**src/rtl/updown_ctrl.sv**
```systemverilog
// Push-button front end for the up/down counter: sync, debounce, arbitration, registered strobe.
// Optional auto-repeat while a single button is held is enabled by `define AUTOREPEAT_EN.
module updown_ctrl #(
  parameter int unsigned DEBOUNCE_CYCLES = 4,
  parameter int unsigned REPEAT_DELAY    = 20,
  parameter int unsigned REPEAT_PERIOD   = 8
) (
  input  logic clk,
  input  logic rst,
  input  logic btn_up,
  input  logic btn_down,
  output logic enable,
  output logic up_down
);

  typedef enum logic [1:0] {IDLE, UP_HELD, DOWN_HELD, LOCK} state_t;

  localparam int unsigned CW = (DEBOUNCE_CYCLES > 2) ? $clog2(DEBOUNCE_CYCLES) : 1;
  localparam logic [CW-1:0] CNT_LAST = CW'(DEBOUNCE_CYCLES - 1);

  if (DEBOUNCE_CYCLES < 2 || REPEAT_DELAY < 1 || REPEAT_PERIOD < 1) begin : g_bad_param
    $error("updown_ctrl: DEBOUNCE_CYCLES must be >= 2 and REPEAT_* >= 1");
  end

  // bit 0 = up button, bit 1 = down button
  logic [1:0]    raw, sync_a, sync_b, level;
  logic [CW-1:0] db_cnt [2];
  logic          u, d;

  state_t state, state_nxt;
  logic   pulse, dir_nxt, rpt_pulse;

  assign raw = {btn_down, btn_up};
  assign u   = level[0];
  assign d   = level[1];

  always_ff @(posedge clk) begin
    if (rst) begin
      sync_a <= '0;
      sync_b <= '0;
      level  <= '0;
      for (int unsigned i = 0; i < 2; i++) db_cnt[i] <= '0;
    end else begin
      sync_a <= raw;
      sync_b <= sync_a;
      for (int unsigned i = 0; i < 2; i++) begin
        if (sync_b[i] == level[i]) begin
          db_cnt[i] <= '0;
        end else if (db_cnt[i] == CNT_LAST) begin
          level[i]  <= sync_b[i];
          db_cnt[i] <= '0;
        end else begin
          db_cnt[i] <= db_cnt[i] + CW'(1);
        end
      end
    end
  end

  // In IDLE both levels were low on entry, so a high level here is a fresh press.
  always_comb begin
    state_nxt = state;
    pulse     = 1'b0;
    dir_nxt   = up_down;
    case (state)
      IDLE: begin
        if (u && !d) begin
          pulse     = 1'b1;
          dir_nxt   = 1'b1;
          state_nxt = UP_HELD;
        end else if (d && !u) begin
          pulse     = 1'b1;
          dir_nxt   = 1'b0;
          state_nxt = DOWN_HELD;
        end else if (u && d) begin
          state_nxt = LOCK;
        end
      end
      UP_HELD: begin
        if (!u && !d)  state_nxt = IDLE;
        else if (d)    state_nxt = LOCK;
      end
      DOWN_HELD: begin
        if (!u && !d)  state_nxt = IDLE;
        else if (u)    state_nxt = LOCK;
      end
      LOCK: begin
        if (!u && !d)  state_nxt = IDLE;
      end
      default: state_nxt = IDLE;
    endcase
  end

`ifdef AUTOREPEAT_EN
  localparam int unsigned RPT_MAX = (REPEAT_DELAY > REPEAT_PERIOD) ? REPEAT_DELAY : REPEAT_PERIOD;
  localparam int unsigned TW      = (RPT_MAX > 1) ? $clog2(RPT_MAX + 1) : 1;
  localparam logic [TW-1:0] DELAY_LAST  = TW'(REPEAT_DELAY - 1);
  localparam logic [TW-1:0] PERIOD_LAST = TW'(REPEAT_PERIOD - 1);

  logic [TW-1:0] rpt_timer, rpt_timer_nxt;
  logic          rpt_armed, rpt_armed_nxt;

  // rpt_armed selects the period after the first (delayed) repeat has fired.
  always_comb begin
    rpt_timer_nxt = '0;
    rpt_armed_nxt = 1'b0;
    rpt_pulse     = 1'b0;
    if ((state == UP_HELD && u && !d) || (state == DOWN_HELD && d && !u)) begin
      if (rpt_timer == (rpt_armed ? PERIOD_LAST : DELAY_LAST)) begin
        rpt_pulse     = 1'b1;
        rpt_armed_nxt = 1'b1;
      end else begin
        rpt_timer_nxt = rpt_timer + TW'(1);
        rpt_armed_nxt = rpt_armed;
      end
    end
  end

  always_ff @(posedge clk) begin
    if (rst) begin
      rpt_timer <= '0;
      rpt_armed <= 1'b0;
    end else begin
      rpt_timer <= rpt_timer_nxt;
      rpt_armed <= rpt_armed_nxt;
    end
  end
`else
  assign rpt_pulse = 1'b0;
`endif

  always_ff @(posedge clk) begin
    if (rst) begin
      state   <= IDLE;
      enable  <= 1'b0;
      up_down <= 1'b1;
    end else begin
      state   <= state_nxt;
      enable  <= pulse | rpt_pulse;
      up_down <= dir_nxt;
    end
  end

endmodule

```
**config.mk**
```make
export PLATFORM = sky130hd
export DESIGN_NAME = updown_ctrl
export DESIGN_NICKNAME = d
export VERILOG_FILES = /design/src/rtl/updown_ctrl.sv
export SDC_FILE = /design/constraint.sdc
export NUM_CORES = 1
export LEC_CHECK = 0
export ABC_AREA = 1
export CORE_UTILIZATION = 35
export DETAILED_ROUTE_END_ITERATION = 7
export GPL_TIMING_DRIVEN = 1
export RECOVER_POWER = 25
export SLEW_MARGIN = 20
export SYNTH_ARGS = -nofsm -noshare
export SYNTH_HDL_FRONTEND = slang
export SYNTH_SLANG_ARGS = --single-unit
```
**constraint.sdc**
```tcl
create_clock -name clk -period 2.05 [get_ports clk]
set_input_delay 0.41 -clock clk [delete_from_list [all_inputs] [get_ports clk]]
set_output_delay 0.41 -clock clk [all_outputs]
set_load 0.02 [all_outputs]
```
==> flow_summary_export.csv, run 1 <==
group,metric,value,unit
yosys,ys_ff_latch,14,
worst_setup_path,timing.critical_path.buf_inv,1,
global_route,grt_util_met1,12.6,%
clock_network,cts_made_buffers,3,
sta,fin_tns_setup,0,ps
sta,period_share,80.0,%
worst_setup_path,crit_arrival,1230,ps
clock_network,cts.sinks,14,
worst_setup_path,critPathMaxStageDelay,610,ps
clock_network,clk_path_buf_depth,2,
drt,firstDrtPassIters,3,
drt,dr.first_iter.drc_count,4,
yosys,synthCells,82,
floorplan,core,0.00194,mm²
clock_network,cts-resized-gates,0,
cells_and_area,stdcell_count,121,
global_route,overflow,0,
cells_and_area,layout-drive-gt1-share,8.51,%
power_and_ir_drop,p_per_area,853,mW/mm²
power_and_ir_drop,ir_drop,450,µV
yosys,yosysUniqueCellTypes,16,
yosys,synth_area_leader_cell,"dfxtp_1",
clock_network,htreeDepth,1,
drt,via_count,489,
global_route,grt_pass1_wl,1560,µm
yosys,netlist.area_leader.share,27.9,%
sta,setup_violations,0,
global_route,use_met2,15.1,%
floorplan,start_util,36.9,%
sta,fin_hold_ws,407,ps
floorplan,io_pins,6,
worst_setup_path,cp-end-kind,"output port",
worst_setup_path,cp_max_fo,2,
cells_and_area,diodes,0,
sta,skew,4.27,ps
global_route,grt.total_usage,10.2,%
drt,routed_via_density,4.04,
yosys,synth.avg_cell_area,8.74,µm²
clock_network,clkLatencyLatePin,270,ps
clock_network,clockRootBuffer,"clkbuf_4",
sta,slew_viol_final,0,
floorplan,die_y,47.3,µm
cells_and_area,area_growth,18.3,%
drt,wl,972,µm
global_route,grt_max_degree,9,
floorplan,row_count,16,
global_route,busiest_layer,"met2",
power_and_ir_drop,leakagePower,0.406,nW
floorplan,dieArea,0.00223,mm²
clock_network,cts_tree,"done",
clock_network,post_cts_buffers,0,
worst_setup_path,ff2ff_setup_slack,680,ps
place,routabilityCongestion,0.707,
floorplan,fp.dieW,47.3,µm
place,dp_cells,117,
drt,antenna_left,0,
worst_setup_path,cp_slowest_cell,"clkdlybuf4s50_1",
worst_hold_path,min_path_type,"flip-flop to flip-flop",
place,dp_hpwl,812,µm
global_route,grt_antenna_before_repair,0,
worst_setup_path,cp_top_family,"buffers and inverters",
global_route,grt_pass1_vias,415,
status,status,"finished clean",
worst_setup_path,path_cells,"clkdlybuf4s50_1",
yosys,ys_top_cells_by_area,"dfxtp_1 (28%), ha_1 (21%), edfxtp_1 (17%)",
cells_and_area,layout.nets,111,
flow_run,max_cap_violations,0,
clock_network,hold_buffers,0,
yosys,synth.yosys.seq_area_share,44.7,%
worst_setup_path,cp_data_required_time,1640,ps
sta,min_period,1640,ps
drt,wl_per_cell,8.03,µm
sta,max_freq,0.610,GHz
drt,drcViolationCount,0,
yosys,syn_area,717,µm²
clock_network,clk_pin_slew,80,ps
worst_setup_path,cp-start-kind,"flip-flop",
worst_setup_path,crit_type,"flip-flop to output port",
sta,rsz0062_at_grt,"no",
place,portBuffers,5,
yosys,ys_warn_count,0,
sta,finalHoldViolations,0,
global_route,met3_usage,3.46,%
-- placed cells by master (no fill, tap or decap) --
| cell type | count |
|---|---|
| a21oi_1 | 3 |
| clkbuf_4 | 3 |
| clkbuf_8 | 1 |
| clkdlybuf4s50_1 | 4 |
| conb_1 | 4 |
| dfxtp_1 | 10 |
| dlygate4sd3_1 | 1 |
| edfxtp_1 | 4 |
| ha_1 | 12 |
| inv_1 | 15 |
| inv_2 | 1 |
| nand2_1 | 8 |
| nand2_2 | 2 |
| nand3_1 | 3 |
| nand3b_1 | 2 |
| nor2_1 | 14 |
| nor2_2 | 1 |
| o211ai_1 | 1 |
| o21ai_0 | 4 |
| xor2_1 | 1 |
-- final timing paths --
check | startpoint | to | cells after the start
worst min register to register | sync_a[0] | sync_b[0] | 2
worst min-delay path | sync_a[0] | sync_b[0] | 2
worst max-delay path | up_down | up_down | 1
worst max register to register | level[0] | state[0] | 7
-- layout make-up --
class	count	area (µm²)
fill	197	1090
clock buffer	4	36.3
tap	27	33.8
inverter	16	60.1
multi-input combinational	55	348
sequential	14	320
timing repair buffer	5	50.0
-- per-stage QoR --
stage                     worst slack (ps)  power [mW]  cell area, µm²  utilization (%)
after global routing                   371       0.776             848             43.7
final                                  410       0.724             848             43.7
after floorplan                        779       0.486             728                -
after detailed placement               499       0.540             812             41.8
after CTS                              401       0.735             848             43.7
after global placement                 540       0.541             812             41.8
-- synth_stat cells --
library cell / number
nor2_2: 1
nor2_1: 14
conb_1: 1
inv_2: 1
nand3_1: 3
a21oi_1: 3
nand2_2: 2
o21ai_0: 4
ha_1: 12
dfxtp_1: 10
nand3b_1: 2
xor2_1: 1
nand2_1: 8
o211ai_1: 1
inv_1: 15
edfxtp_1: 4
-- state kept, by name, indices dropped and copies added (netlist names) --
signal,flops
up_down,1
level,2
sync_a,2
sync_b,2
enable,1
db_cnt,4
state,2
-- power breakdown --
group / internal (mW) / switching [mW]
logic: 0.0781 / 0.118
clock network: 0.108 / 0.0860
registers: 0.315 / 0.0191
total: 0.501 / 0.223
-- layer usage --
layer / part of all wire [%] / wire (µm)
met1: 49 / 476
met2: 46 / 447
met3: 3.3 / 32
met4: 1.4 / 14
met5: 0 / 0
-- cell families (layout without fill, tap and decap cells) --
group / after synthesis / in the layout / synth area share, %
simple gates: 30 / 30 / 18.3
buf+inv: 16 / 25 / 8.38
flops: 14 / 14 / 44.7
fa+ha+maj: 12 / 12 / 20.9
compound gates: 8 / 8 / 5.93
other cells: 1 / 4 / 0.523
xor+xnor: 1 / 1 / 1.22
No activity file was read; power rests on OpenSTA's default activity.
==> run 2, diff against run 1 <==
clock period = 1.6 ns   (was 2.05 ns; I/O delays follow)
==> run 2 against run 1 <==
Core utilization down 0.13 points. Count of clock-buffer cells in the layout is 1 lower. Total power is 20% higher. Sequential power is 28% higher. Largest power group unchanged.
==> flow_summary_export.csv, run 2 (synthesized netlist as in run 1, its figures left out) <==
group,metric,value,unit
drt,firstDrtPassIters,4,
flow_run,max_cap_violations,0,
worst_setup_path,crit_type,"flip-flop to output port",
sta,min_period,1540,ps
clock_network,cts_tree,"done",
floorplan,core,0.00194,mm²
cells_and_area,largest_reg_flops,4,
cells_and_area,area_growth,18.0,%
clock_network,clockRootBuffer,"clkbuf_4",
power_and_ir_drop,leakagePower,0.406,nW
worst_hold_path,hp-start,"sync_a[1]",
sta,fin_tns_setup,0,ps
sta,slew_viol_final,0,
worst_setup_path,cp_slowest_cell,"clkdlybuf4s50_1",
drt,drcViolationCount,0,
worst_setup_path,cp_data_required_time,1280,ps
place,dp_cells,119,
drt,antenna_left,0,
sta,fin_hold_ws,406,ps
worst_setup_path,cp-end-kind,"output port",
clock_network,clk_path_buf_depth,2,
clock_network,clk_pin_slew,80,ps
floorplan,die_y,47.3,µm
floorplan,io_pins,6,
global_route,grt_pass1_vias,375,
worst_setup_path,r2r_cells,7,
worst_hold_path,min_path_type,"flip-flop to flip-flop",
clock_network,cts.sinks,14,
global_route,grt_antenna_before_repair,0,
worst_setup_path,ff2ff_setup_slack,220,ps
worst_setup_path,crit_cells,1,
worst_setup_path,cp-start-kind,"flip-flop",
floorplan,row_count,16,
floorplan,fp.dieW,47.3,µm
clock_network,clkLatencyLatePin,270,ps
floorplan,start_util,36.9,%
cells_and_area,layout.nets,113,
place,dp_hpwl,834,µm
worst_setup_path,cp_max_fo,2,
cells_and_area,layout-drive-gt1-share,8.42,%
cells_and_area,fin_area,846,µm²
place,place_area,827,µm²
clock_network,cts-resized-gates,0,
cells_and_area,stdcell_count,122,
global_route,grt_pass1_wl,1430,µm
drt,routed_via_density,4.15,
sta,max_freq,0.650,GHz
worst_setup_path,r2r_end,"state[0]",
clock_network,cts_made_buffers,3,
floorplan,dieArea,0.00223,mm²
cells_and_area,final_util,43.6,%
drt,wl_per_cell,8.30,µm
power_and_ir_drop,p_per_area,1030,mW/mm²
cells_and_area,layout_commonest_cell,"inv_1",
power_and_ir_drop,ir_drop,625,µV
worst_setup_path,timing.critical_path.buf_inv,1,
worst_setup_path,critPathCapture,"up_down",
status,status,"finished clean",
sta,period_share,96.1,%
worst_setup_path,crit_arrival,1220,ps
place,routabilityCongestion,0.758,
worst_setup_path,cp_top_family,"buffers and inverters",
global_route,grt_max_degree,8,
cells_and_area,diodes,0,
worst_setup_path,critPathMaxStageDelay,600,ps
clock_network,post_cts_buffers,0,
clock_network,hold_buffers,0,
worst_setup_path,rr_startpoint,"level[0]",
cells_and_area,regMostFlops,"db_cnt",
drt,via_count,506,
global_route,grt.total_usage,9.69,%
sta,finalHoldViolations,0,
place,portBuffers,5,
worst_setup_path,path_cells,"clkdlybuf4s50_1",
global_route,overflow,0,
sta,setup_violations,0,
clock_network,htreeDepth,1,
worst_setup_path,critPathLaunch,"up_down",
sta,skew,5.63,ps
drt,dr.first_iter.drc_count,7,
sta,rsz0062_at_grt,"no",
drt,wl,1010,µm
cells_and_area,layout_common_cells,"inv_1 (15), nor2_1 (14), ha_1 (12)",
-- run 2: area by class of cell --
type,instances,area [µm²]
Fill cell,214,1100
Multi-Input combinational cell,55,348
Sequential cell,14,320
Timing Repair Buffer,7,61.3
Inverter,16,60.1
Tap cell,27,33.8
Clock buffer,3,22.5
-- run 2: metal layers --
metal / routed length (µm) / global-route usage [%] / up-vias
met3: 53 / 6.92 / 0
met5: 0 / 0 / -
met4: 0 / 1.71 / 0
li1: - / - / 278
met2: 482 / 14.8 / 7
met1: 476 / 11.2 / 221
-- run 2: report_power, final --
group          leakage, nW  internal, mW  switching, mW  total [mW]
Combinational        0.268         0.100          0.151       0.252
Sequential           0.124         0.403         0.0259       0.429
Clock               0.0138        0.0871          0.101       0.188
-- run 2: per-stage QoR --
| stage | setup WS [ps] | power [mW] |
|---|---|---|
| global placement | 271 | 0.684 |
| floorplan | 329 | 0.623 |
| CTS | 51.0 | 0.886 |
| detailed placement | 219 | 0.695 |
| finish | 61.9 | 0.869 |
| global route | 1.10 | 0.940 |
-- run 2: how the worst min path moves through the flow --
stage	end	slack [ps]	depth (start not counted)
after floorplan	sync_b[0]	390	2
after global placement	sync_b[1]	390	2
after CTS	sync_b[1]	410	2
after detailed placement	sync_b[1]	400	2
final	sync_b[1]	410	2
after global routing	sync_b[0]	430	2
==> run 3, diff against run 2 <==
GPL_ROUTABILITY_DRIVEN = 0   (was default)
==> results of run 3 <==
The final DEF is identical to that of run 2; final timing and power are the same.
